`config.mk`:
```
export PLATFORM = sky130hd
export DESIGN_NAME = lcd_fifo_fill_ctrl
export DESIGN_NICKNAME = d
export VERILOG_FILES = /design/src/rtl/lcd_pkg.sv /design/src/rtl/lcd_fifo_fill_ctrl_sat_counter.sv /design/src/rtl/lcd_fifo_fill_ctrl.sv
export SDC_FILE = /design/constraint.sdc
export NUM_CORES = 1
export LEC_CHECK = 0
export ABC_AREA = 1
export CORE_UTILIZATION = 49
export CTS_CLUSTER_DIAMETER = 120
export DETAILED_ROUTE_END_ITERATION = 16
export GPL_TIMING_DRIVEN = 0
export MAX_ROUTING_LAYER = met4
export PLACE_DENSITY = 0.8
export SLEW_MARGIN = 20
export SYNTH_ARGS = -nofsm -noshare
export SYNTH_HDL_FRONTEND = slang
export SYNTH_SLANG_ARGS = --single-unit
```
`constraint.sdc`:
```
create_clock -name PixelClk -period 1.95 [get_ports PixelClk]
set_clock_uncertainty 0.15 [all_clocks]
set_input_delay 0.195 -clock PixelClk [delete_from_list [all_inputs] [get_ports PixelClk]]
set_output_delay 0.195 -clock PixelClk [all_outputs]
set_load 0.01 [all_outputs]
```
`src/rtl/lcd_pkg.sv`:
```
// Shared types and constants for the LCD pixel FIFO fill controller.
// Holds the FSM encoding, default frame geometry and flush length.
package lcd_pkg;

    typedef enum logic [2:0] {
        IDLE,
        FLUSH,
        WAIT_ROOM,
        REQ,
        DATA,
        DONE
    } state_t;

    localparam int unsigned LCD_H_ACTIVE = 800;
    localparam int unsigned LCD_V_ACTIVE = 480;
    localparam int unsigned FRAME_PIXELS = LCD_H_ACTIVE * LCD_V_ACTIVE;
    localparam int unsigned FLUSH_LEN    = 4;

    function automatic logic [7:0] burst_len(
        input logic [18:0] rem,
        input logic [18:0] burst
    );
        return (rem < burst) ? rem[7:0] : burst[7:0];
    endfunction

endpackage

```
`src/rtl/lcd_fifo_fill_ctrl_sat_counter.sv`:
```
// Saturating up-counter with synchronous clear.
// Clear wins over increment; the count sticks at all-ones.
module sat_counter #(
    parameter int unsigned WIDTH = 16
) (
    input  logic             PixelClk,
    input  logic             nRST,
    input  logic             inc,
    input  logic             clr,
    output logic [WIDTH-1:0] count
);

    logic [WIDTH-1:0] cnt_q;
    logic [WIDTH-1:0] cnt_d;

    // next count: clear, saturating increment, or hold
    always_comb begin
        cnt_d = cnt_q;
        if (clr) begin
            cnt_d = '0;
        end else if (inc && (cnt_q != '1)) begin
            cnt_d = cnt_q + 1'b1;
        end
    end

    // count register
    always_ff @(posedge PixelClk or negedge nRST) begin
        if (!nRST) cnt_q <= '0;
        else       cnt_q <= cnt_d;
    end

    assign count = cnt_q;

endmodule

```
`src/rtl/lcd_fifo_fill_ctrl.sv`:
```
// Keeps the LCD pixel FIFO topped up from the framebuffer in bursts.
// A VSYNC falling edge flushes the FIFO and restarts at address 0.
module lcd_fifo_fill_ctrl
    import lcd_pkg::*;
#(
    parameter int unsigned H_ACTIVE   = LCD_H_ACTIVE,
    parameter int unsigned V_ACTIVE   = LCD_V_ACTIVE,
    parameter int unsigned BURST      = 64,
    parameter int unsigned FIFO_DEPTH = 1024
) (
    input  logic        PixelClk,
    input  logic        nRST,
    input  logic        LCD_VSYNC,
    input  logic        LCD_DE,
    input  logic [10:0] FIFO_Level,
    input  logic        FIFO_Empty,
    output logic        FIFO_WE,
    output logic [15:0] FIFO_WData,
    output logic        FIFO_RST,
    output logic        RD_REQ,
    output logic [18:0] RD_ADDR,
    output logic [7:0]  RD_LEN,
    input  logic        RD_ACK,
    input  logic        RD_VALID,
    input  logic [15:0] RD_DATA,
    output logic        FRAME_DONE,
    output logic [15:0] UNDERRUN_CNT
);

    localparam logic [18:0] FRAME_W  = 19'(H_ACTIVE * V_ACTIVE);
    localparam logic [18:0] BURST_W  = 19'(BURST);
    localparam logic [11:0] ROOM_LIM = 12'(FIFO_DEPTH - BURST);
    localparam logic [2:0]  FL_LAST  = 3'(FLUSH_LEN - 1);

    state_t      state_q, state_d;
    logic        vs_q;
    logic        pend_q, pend_d;
    logic [2:0]  fcnt_q, fcnt_d;
    logic [18:0] addr_q, addr_d;
    logic [18:0] rem_q, rem_d;
    logic [7:0]  len_q, len_d;
    logic [7:0]  beat_q, beat_d;
    logic        done_q, done_d;
    logic        we_q;
    logic [15:0] wdata_q;
    logic        fs;
    logic        last_beat;
    logic [7:0]  cur_len;

    assign fs        = vs_q & ~LCD_VSYNC;
    assign cur_len   = burst_len(rem_q, BURST_W);
    assign last_beat = (beat_q == (len_q - 8'd1));

    // next-state, address bookkeeping and pending-restart tracking
    always_comb begin
        state_d = state_q;
        pend_d  = pend_q;
        fcnt_d  = fcnt_q;
        addr_d  = addr_q;
        rem_d   = rem_q;
        len_d   = len_q;
        beat_d  = beat_q;
        done_d  = 1'b0;
        if (fs && ((state_q == DATA) || (state_q == FLUSH))) begin
            pend_d = 1'b1;
        end
        unique case (state_q)
            IDLE: begin
                if (fs) state_d = FLUSH;
            end
            FLUSH: begin
                addr_d = '0;
                rem_d  = FRAME_W;
                fcnt_d = fcnt_q + 3'd1;
                if (fcnt_q == FL_LAST) begin
                    state_d = WAIT_ROOM;
                    fcnt_d  = '0;
                end
            end
            WAIT_ROOM: begin
                if (fs) begin
                    state_d = FLUSH;
                end else if (rem_q == '0) begin
                    state_d = DONE;
                end else if ({1'b0, FIFO_Level} <= ROOM_LIM) begin
                    state_d = REQ;
                end
            end
            REQ: begin
                if (fs) begin
                    state_d = FLUSH;
                end else if (RD_ACK) begin
                    state_d = DATA;
                    len_d   = cur_len;
                    beat_d  = '0;
                end
            end
            DATA: begin
                if (RD_VALID) begin
                    beat_d = beat_q + 8'd1;
                    if (last_beat) begin
                        addr_d  = addr_q + {11'd0, len_q};
                        rem_d   = rem_q - {11'd0, len_q};
                        done_d  = (rem_q == {11'd0, len_q});
                        state_d = (pend_q || fs) ? FLUSH : WAIT_ROOM;
                    end
                end
            end
            DONE: begin
                if (fs) state_d = FLUSH;
            end
            default: state_d = IDLE;
        endcase
        if ((state_d == FLUSH) && (state_q != FLUSH)) begin
            pend_d = 1'b0;
            fcnt_d = '0;
        end
    end

    // control state registers
    always_ff @(posedge PixelClk or negedge nRST) begin
        if (!nRST) begin
            state_q <= IDLE;
            vs_q    <= 1'b1;
            pend_q  <= 1'b0;
            fcnt_q  <= '0;
            addr_q  <= '0;
            rem_q   <= '0;
            len_q   <= '0;
            beat_q  <= '0;
            done_q  <= 1'b0;
        end else begin
            state_q <= state_d;
            vs_q    <= LCD_VSYNC;
            pend_q  <= pend_d;
            fcnt_q  <= fcnt_d;
            addr_q  <= addr_d;
            rem_q   <= rem_d;
            len_q   <= len_d;
            beat_q  <= beat_d;
            done_q  <= done_d;
        end
    end

    // registered FIFO write port, fed only by beats inside DATA
    always_ff @(posedge PixelClk or negedge nRST) begin
        if (!nRST) begin
            we_q    <= 1'b0;
            wdata_q <= '0;
        end else begin
            we_q <= (state_q == DATA) && RD_VALID;
            if ((state_q == DATA) && RD_VALID) wdata_q <= RD_DATA;
        end
    end

    sat_counter #(
        .WIDTH (16)
    ) u_underrun (
        .PixelClk (PixelClk),
        .nRST     (nRST),
        .inc      (LCD_DE & FIFO_Empty & (state_q != IDLE)),
        .clr      (state_q == FLUSH),
        .count    (UNDERRUN_CNT)
    );

    assign FIFO_WE    = we_q;
    assign FIFO_WData = wdata_q;
    assign FIFO_RST   = (state_q == FLUSH);
    assign RD_REQ     = (state_q == REQ) && !fs;
    assign RD_ADDR    = (state_q == REQ) ? addr_q : '0;
    assign RD_LEN     = (state_q == REQ) ? cur_len : '0;
    assign FRAME_DONE = done_q;

endmodule

```
Word level (Yosys, flattened, before mapping)
Index checks and enable logic that the tools add are counted.

storage, ports and cells
  register bits = 96
  input port bits = 34
  output and inout bits = 63
  logic and storage cells = 94

operators by class
  equal/unequal tests = 15
  add/subtract/negate cells = 6
  multiplexer cells = 34
  order comparisons = 2
  bitwise gates (word level) = 5
  reduce and logical (&&, ||, !) cells = 20

operators with widths
  operator                 count
  $mux W19                 5
  $pmux W19 S2             2
  $mux W8                  5
  $mux W3                  12
  $mux W16                 2
  $add A19 B8 Y19          1
  $eq A19 B8 Y1            1
  $logic_not A19 Y1        1
  $lt A19 B7 Y1 const B    1
  $sub A19 B8 Y19          1
  $add A16 B1 Y16 const B  1
  $ne A16 B16 Y1 const B   1
  $pmux W8 S2              1
  $pmux W3 S5              1
  $le A11 B10 Y1 const B   1
  $reduce_bool A2 Y1       5
  $eq A3 B2 Y1 const B     3
  $add A8 B1 Y8 const B    1
  $eq A8 B8 Y1             1
  $ne A2 B2 Y1 const B     4
  $sub A8 B1 Y8 const B    1
  $eq A3 B1 Y1 const B     2
  $eq A3 B3 Y1 const B     2
  $reduce_and A3 Y1        2
  other kinds (13)         25

Longest topological paths before layout
Gate-level depths: netlist of run 1.

  depth after elaboration = 10
  depth in mapped cells = 16
  depth with buffers taken out = 16

Hierarchy
A second synthesis of run 1 with hierarchy kept.

unflattened totals
  cell total of the unflattened synthesis = 885
  area total of the unflattened synthesis = 6,324.8 sq um

modules (own cells, without submodules)
  module              cells an instance  area an instance (sq um)  times used  sequential area each (sq um)
  lcd_fifo_fill_ctrl  741                5,287.6                   1           2,003.2
  sat_counter         144                1,037.2                   1           400.4

Worst setup path before layout of run 1
Ideal clock, no wire load.

  path type = flip-flop to flip-flop
  start point = reg len_q[0]
  end point = reg rem_q[16]
  clock period less this slack = 2.124 ns
  path slack = -0.174 ns
  stages on the path, launching flop included = 12
  buffers on the path = 0
  library setup time = 0.121 ns
  data required time = 1.679 ns
  arrival time = 1.853 ns
  cell sequence = dfrtp_1 -> ha_1 -> inv_1 -> fa_1 -> inv_1 -> o21ai_0 -> inv_1 -> o21ai_0 -> nor2_1 -> xor2_1 -> o21ai_1 -> nand2_1

between the ends
  word-level cells in the longest chain between the ends = 4
  elaborated cells on any way between the ends = 8
  classes of those cells = add/sub (2); eq/ne (2); mux (3); reduce/logical (1)

ends and longest elaborated chain
  what                                                      RTL line                                             text
  start: declaration                                        lcd_fifo_fill_ctrl.sv:41                             logic [7:0] len_q, len_d;
  start signal: assignment                                  lcd_fifo_fill_ctrl.sv:139                            len_q <= len_d;
  $sub A19 B8 Y19 / $sub A8 B1 Y8 (equally long branches)   lcd_fifo_fill_ctrl.sv:103, lcd_fifo_fill_ctrl.sv:52
  $mux W19 / $eq A8 B8 Y1 (equally long branches)           lcd_fifo_fill_ctrl.sv:101, lcd_fifo_fill_ctrl.sv:52
  $mux W19 / $ne A2 B2 Y1 (equally long branches)           -
  $pmux W19 S2 / $reduce_and A3 Y1 (equally long branches)  -
  end signal: assignment                                    lcd_fifo_fill_ctrl.sv:138                            rem_q <= rem_d;
  end: declaration                                          lcd_fifo_fill_ctrl.sv:40                             logic [18:0] rem_q, rem_d;

Several ways; a longest one is shown, not always the timed one. The select of a mux whose other input is x is not followed.
A chain may end at the register's enable or synchronous reset.

Worst setup path in the final report of run 1
  start point = reg len_q[6]
  end point = reg rem_q[17]

The elaborated chain is that of the path after synthesis.

==> results.txt, run 1 <==
R2R Setup Slk = -580 ps
Fin util = 77.6%
Avg Inst Size Synth = 7.31 um^2
Static leakage = 4.48 nW
Antenna violations before repair = 0
CTS tree = built
Crit end category = flip-flop
Post-synth cell types = 47
Critical Path Fanout Max = 4
Post-route ant nets = 0
Syn nets = 890
Cell Area, Synth = 6100 um^2
Max-cap viol count = 0
Final wirelength = 23400 um
Core Rows = 40
Slew @ Worst Pin = 863 ps
Synth Instances = 834
GRT Overall Usage = 33.3%
Via density = 6.05
# setup viols final = 64
CTS Buffer Depth = 2
Outcome = finished with violations
PwrDens = 1330 nW/um^2
RD Place Congestion = 0.958
Required @ worst endpoint = 2090 ps
Initial DRC Count = 948
Period utilization = 130%
Kind of critical path = flip-flop to flip-flop
Peak VDD IR = 0.000607 V
Layout Cells excl Fill = 1202
Slack of the critical path = -582 ps
Fin nets = 1085
Global-route wire length before repair = 32200 um
I/O pin count = 97
CTS root buf = clkbuf_16
Synth top area cells = dfrtp_1 (39%), nand2_1 (12%), nor2_1 (6.2%)
DIE AREA = 12900 um^2
Syn-to-layout area delta = 53.6%
Placed instance area = 7320 um^2
Worst Hold End = vs_q
Die H = 114 um
Seq/Total Area, Yosys = 39.4%
Worst setup SP type = flip-flop
Initial Util = 50.6%
Share of cells above drive strength 1 = 32.7%
Min cycle time layout = 2530 ps
Htree depth = 3
Antenna diode count = 0
Clk pin slew, worst setup/hold paths = 70 ps
Post-synth EDFFs = 0
Max Slew Vio Count = 0
Clk Latency, worst-skew pair = 370 ps
Placed cell count = 1098
Hold Path Depth = 1
Hold_sp = LCD_VSYNC
Min-Delay Path Class = input port to flip-flop
Hold Fails Final Rpt = 0
Total clock sinks = 96
DRC = 0
Post-synth top area share = 39.0%
Number of detailed-route iterations in the first pass = 10
Pwr Total = 12.5 mW
Post-DR wirelength/cell = 19.4 um
Post-synth top area cell = dfrtp_1
Failing checks = setup timing
Core area = 12100 um^2
Fillers = 738
Post-DP HPWL = 12100 um
Syn. warnings = 0
Yosys reg bits = 96
RSZ-0062 raised after global routing = true
Die Width = 114 um
Critical path arrival = 2670 ps
Share of synthesized registers carrying an async set or reset = 100%
Slew HR = 42.5%
Crit Reg-Reg Endpoint = rem_q[17]
Ys flop type = dfrtp_1
Final instance area = 9370 um^2
Port Buf Inserts = 95
Gr ovfl total = 0
Path depth of the worst reg2reg path = 11
Largest net degree at the start of global routing = 51
Clock buffer count from CTS = 9
Vias in the first global route = 6640
Vias = 7278
Reg-to-reg startpoint = len_q[6]
Max Fclk = 395 MHz
cell type report:
cell class	count	area (um^2)	share of cell area (%)
clock inverter	3	42.5	0.454
sequential	96	2420	25.9
inverter	107	439	4.69
multi-input combinational	612	4060	43.4
buffer	17	188	2.00
timing repair buffer	185	1730	18.5
tap	168	210	2.24
clock buffer	13	260	2.78
timing repair inverter	1	11.3	0.120
worst max-delay path, cell delays in order (launching register included):
cell and delay (ps):
dfrtp_2 470, inv_1 150, ha_1 310, a21o_1 230, nand2_1 130, nand2_1 90, a21oi_1 220, o211ai_1 150
xor2_1 170, nor2_1 170, nand2_1 130, o21ai_1 90
registers in the layout, summed over array words and instances (netlist names), 3 cells and up:
register          count
beat_q                8
FIFO_WData           16
addr_q               19
len_q                 8
u_underrun.count     16
state_q               3
rem_q                19
fcnt_q                3
report_power, final:
part	leakage, nW	internal, mW	switching [mW]
clock	0.146	1.07	0.816
combinational	3.08	3.30	4.27
sequential	1.25	2.47	0.561
total	4.48	6.83	5.64
per-stage QoR:
| stage | TNS [ps] | hold slack, ps | worst slack, ps |
|---|---|---|---|
| after floorplan | -3060 | -251 | -95.4 |
| after global placement | -322030 | 311 | -3080 |
| after detailed placement | -31070 | 15.2 | -769 |
| after CTS | -13430 | 168 | -387 |
| after global routing | -28320 | 176 | -676 |
| final | -23270 | 167 | -582 |
cells by family (layout without fill, tap and decap cells):
| logic type | count (synthesis) | in the layout | share of synthesized area, % |
|---|---|---|---|
| AND/OR/NAND/NOR | 422 | 423 | 30.3 |
| other | 1 | 1 | 0.0615 |
| XOR/XNOR | 21 | 21 | 3.02 |
| buffers and inverters | 128 | 326 | 8.82 |
| AO/OA/AOI/OAI | 144 | 145 | 13.6 |
| flip-flops | 96 | 96 | 39.4 |
| adder cells (fa/ha/maj) | 22 | 22 | 4.76 |
placed cells by master, fill, tap and decap left out, types with 13 or more instances in the layout:
cell / instances
inv_2: 14
o21ai_2: 13
nor2_2: 13
nor3_1: 13
xor2_1: 14
clkdlybuf4s50_1: 66
o21ai_0: 24
nand2_4: 16
buf_4: 66
buf_2: 27
inv_1: 85
buf_6: 16
nor2_1: 83
dfrtp_1: 80
o21ai_1: 23
dfrtp_2: 15
nand4_1: 17
nand3_1: 32
nand2_1: 169
nand2_2: 19
a21oi_1: 30
how the worst max path moves through the flow:
stage / depth (start not counted) / slack, ps / from / endpoint
2_1_floorplan: 13 / -100 / len_q[1] / rem_q[9]
3_3_place_gp: 1 / -3080 / nRST / FIFO_WData[13]
3_5_place_dp: 7 / -770 / rem_q[9] / RD_LEN[0]
4_1_cts: 7 / -390 / rem_q[9] / RD_LEN[0]
5_1_grt: 10 / -680 / len_q[3] / rem_q[17]
6_report: 11 / -580 / len_q[6] / rem_q[17]
routing by layer:
layer  share of wire, %  GRT usage (%)  vias up
met2                 47           54.0      587
met5                  0              -        -
met1                 37           38.7     3385
met3                9.9           7.49      167
met4                6.6           17.7        0
li1                   -              -     3139
synth_stat cells (9+ instances only):
cell type and count:
nand2_1 202, dfrtp_1 95, o211ai_1 9, o21ai_0 44
nand3_1 45, nor3_1 25, xor2_1 14, a21oi_1 42
nor2_1 101, clkbuf_1 10, inv_1 99, ha_1 20
nand4_1 17, o22ai_1 9, o21ai_1 17
repair_timing:
action                                  in CTS  in global routing
cloned                                       8                  1
endpoints found under the setup margin     101                101
pin swaps                                   30                 38
buffers inserted                            60                 28
resized for setup                          267                131
hold endpoints to repair                    46                  0
hold buffers                                 1                  0
Note: power is estimated with default switching activity, not from simulation.
==> run 2: changes to the inputs <==
--- a/config.mk
+++ b/config.mk
@@ -6,12 +6,12 @@
 export NUM_CORES = 1
 export LEC_CHECK = 0
 export ABC_AREA = 1
-export CORE_UTILIZATION = 49
+export CORE_UTILIZATION = 50
+export CTS_BUF_LIST = sky130_fd_sc_hd__clkbuf_8
 export CTS_CLUSTER_DIAMETER = 120
 export DETAILED_ROUTE_END_ITERATION = 16
-export GPL_TIMING_DRIVEN = 0
 export MAX_ROUTING_LAYER = met4
-export PLACE_DENSITY = 0.8
+export PLACE_DENSITY = 0.81
 export SLEW_MARGIN = 20
 export SYNTH_ARGS = -nofsm -noshare
 export SYNTH_HDL_FRONTEND = slang
==> run 2 against run 1 <==
Compared with the run above:
- the flow still finishes with violations (setup timing)
- critical path depth down 3
- register-to-register slack better by 120 ps
- flip-flop and latch count unchanged
- hold slack worse by 63 ps
- cell area up 0.43%
- global-route usage down 0.86 points
- sequential share of layout area down 0.26 points
- sequential power down 6%
- via count up 1.2%
- worst setup slack better by 20 ps
- die area down 2.0%
- critical endpoint is now RD_LEN[2]
- largest cell class unchanged
==> results.txt, run 2 (same netlist as run 1, synthesis figures left out) <==
Antenna violations before repair = 0 (unchanged)
Peak VDD IR = 0.000625 V (+2.9%)
R2R Setup Slk = -460 ps (+120 ps)
CP Cell Sequence = or2_1 > nor2_2 > nand3_2 > nor3_4 > inv_2 > buf_8 > nor3_2 > buf_2
Crit end category = primary output
RD Place Congestion = 0.963 (+0.57%)
DRC = 0 (unchanged)
# setup viols final = 58 (-9.4%)
Final wirelength = 23100 um (-1.3%)
Post-DR wirelength/cell = 18.6 um (-4.5%)
Total clock sinks = 96 (unchanged)
Gr ovfl total = 0 (unchanged)
Reg-to-reg startpoint = len_q[0]
Largest net degree at the start of global routing = 37 (-27%)
Worst setup SP type = flip-flop
GRT Overall Usage = 32.5% (-0.86 points)
Path depth of the worst reg2reg path = 9 (-2)
Slack of the critical path = -562 ps (+20.2 ps)
Max Fclk = 398 MHz (+0.81%)
Required @ worst endpoint = 1600 ps (-490 ps)
Clock buffer count from CTS = 9 (unchanged)
Fin util = 80.6% (+3.0 points)
DIE AREA = 12600 um^2 (-2.0%)
Top Registers = addr_q: 19 flops, rem_q: 19 flops
Static leakage = 4.59 nW (+2.4%)
Htree depth = 3 (unchanged)
Crit path from = rem_q[10]
Post-route ant nets = 0 (unchanged)
Commonest non-fill, non-tap cell in the layout = nand2_1
Die H = 112 um (-0.99%)
Fin nets = 1150 (+6.0%)
Share of cells above drive strength 1 = 35.5% (+2.8 points)
Initial Util = 52.3% (+1.7 points)
Failing checks = setup timing
Die Width = 112 um (-0.99%)
Initial DRC Count = 996 (+5.1%)
Most frequent cells in the layout = nand2_1 (183), buf_4 (146), dfrtp_1 (91), inv_1 (87), nor2_1 (78)
Syn-to-layout area delta = 54.2%
CTS tree = built
Hold Fails Final Rpt = 0 (unchanged)
Clk pin slew, worst setup/hold paths = 100 ps (+30 ps)
PwrDens = 1270 nW/um^2 (-5.0%)
Critical path arrival = 2170 ps (-500 ps)
Vias = 7363 (+1.2%)
Max-cap viol count = 0 (unchanged)
Number of detailed-route iterations in the first pass = 6 (-4)
Crit path largest cell delay = 390 ps (-80 ps)
Post-DP HPWL = 13100 um (+8.0%)
Period utilization = 129% (-1.0 points)
Core Rows = 39 (-2.5%)
Port Buf Inserts = 95 (unchanged)
RSZ-0062 raised after global routing = true
Critical Path Fanout Max = 6 (+2)
Kind of critical path = flip-flop to primary output
Clk Latency, worst-skew pair = 410 ps (+40 ps)
Antenna diode count = 0 (unchanged)
Core area = 11700 um^2 (-3.3%)
CTS Buffer Depth = 2 (unchanged)
CP endpoint = RD_LEN[2]
Via density = 5.93 (-2.1%)
CTS root buf = clkbuf_8
Min cycle time layout = 2510 ps (-20.2 ps)
Crit-path slowest cell = dfrtp_1
I/O pin count = 97 (unchanged)
Crit Reg-Reg Endpoint = addr_q[18]
Outcome = finished with violations
Setup WS pre-CTS = -430 ps (+339 ps)
Global-route wire length before repair = 31400 um (-2.4%)
Max Slew Vio Count = 0 (unchanged)
Vias in the first global route = 6656 (+0.24%)
Min-Delay Path Class = input port to flip-flop
[run 2: final cells by class]
cell class              instances  area [um^2]
clock buffers                   9          124
clock inverters                 7         48.8
fillers                       662         2260
inverters                     107          419
multi-input cells             610         3840
flip-flops and latches         96         2410
well taps                     143          179
repair buffers                269         2370
repair inverters                1         16.3
[run 2: where the power goes]
part           switching (mW)  total (mW)  internal [mW]
Combinational            4.26        7.80           3.54
Clock                   0.792        1.25          0.463
Sequential              0.402        2.86           2.46
[run 2: stage by stage]
stage | total power [mW] | setup TNS [ps] | instance area (um^2) | instances | hold WS, ps
CTS | 11.1 | -13600 | 9050 | 1227 | 82.5
finish | 11.9 | -20220 | 9410 | 1242 | 104
global placement | 8.48 | -10600 | 8280 | 1193 | 22.8
floorplan | 5.82 | -3060 | 6130 | 834 | -251
global route | 12.5 | -26000 | 9410 | 1242 | 86.1
detailed placement | 8.62 | -14220 | 8280 | 1193 | 21.1
[run 2: metal layers]
layer / up-vias / global-route usage [%] / part of all wire, %
li1: 3252 / - / -
met2: 476 / 55.9 / 49
met3: 144 / 6.48 / 8.1
met1: 3491 / 37.1 / 37
met4: 0 / 13.2 / 5.5
met5: - / - / 0
[run 2: critical path, delay by kind of cell, from the launching register on]
kind,cells,cell delay [ps]
DFF,1,390
buffers and inverters,3,440
and+or+nand+nor,5,930
[run 2: worst min path at each step]
| stage | startpoint | endpoint | slack [ps] | depth (start not counted) |
|---|---|---|---|---|
| 2_1_floorplan | nRST | FIFO_WData[0] | -250 | 0 |
| 3_3_place_gp | nRST | addr_q[15] | 20 | 1 |
| 3_5_place_dp | nRST | addr_q[15] | 20 | 1 |
| 4_1_cts | LCD_VSYNC | vs_q | 80 | 1 |
| 5_1_grt | LCD_VSYNC | vs_q | 90 | 1 |
| 6_report | LCD_VSYNC | vs_q | 100 | 1 |
[run 2: timing repair]
| item | CTS | global route |
|---|---|---|
| hold endpoints to repair | 95 | 0 |
| cloned | 5 | 2 |
| setup buffers | 59 | 19 |
| hold buffers | 1 | 0 |
| setup endpoints to repair | 80 | 93 |
| gates resized for setup | 164 | 145 |
| pin swaps | 30 | 39 |
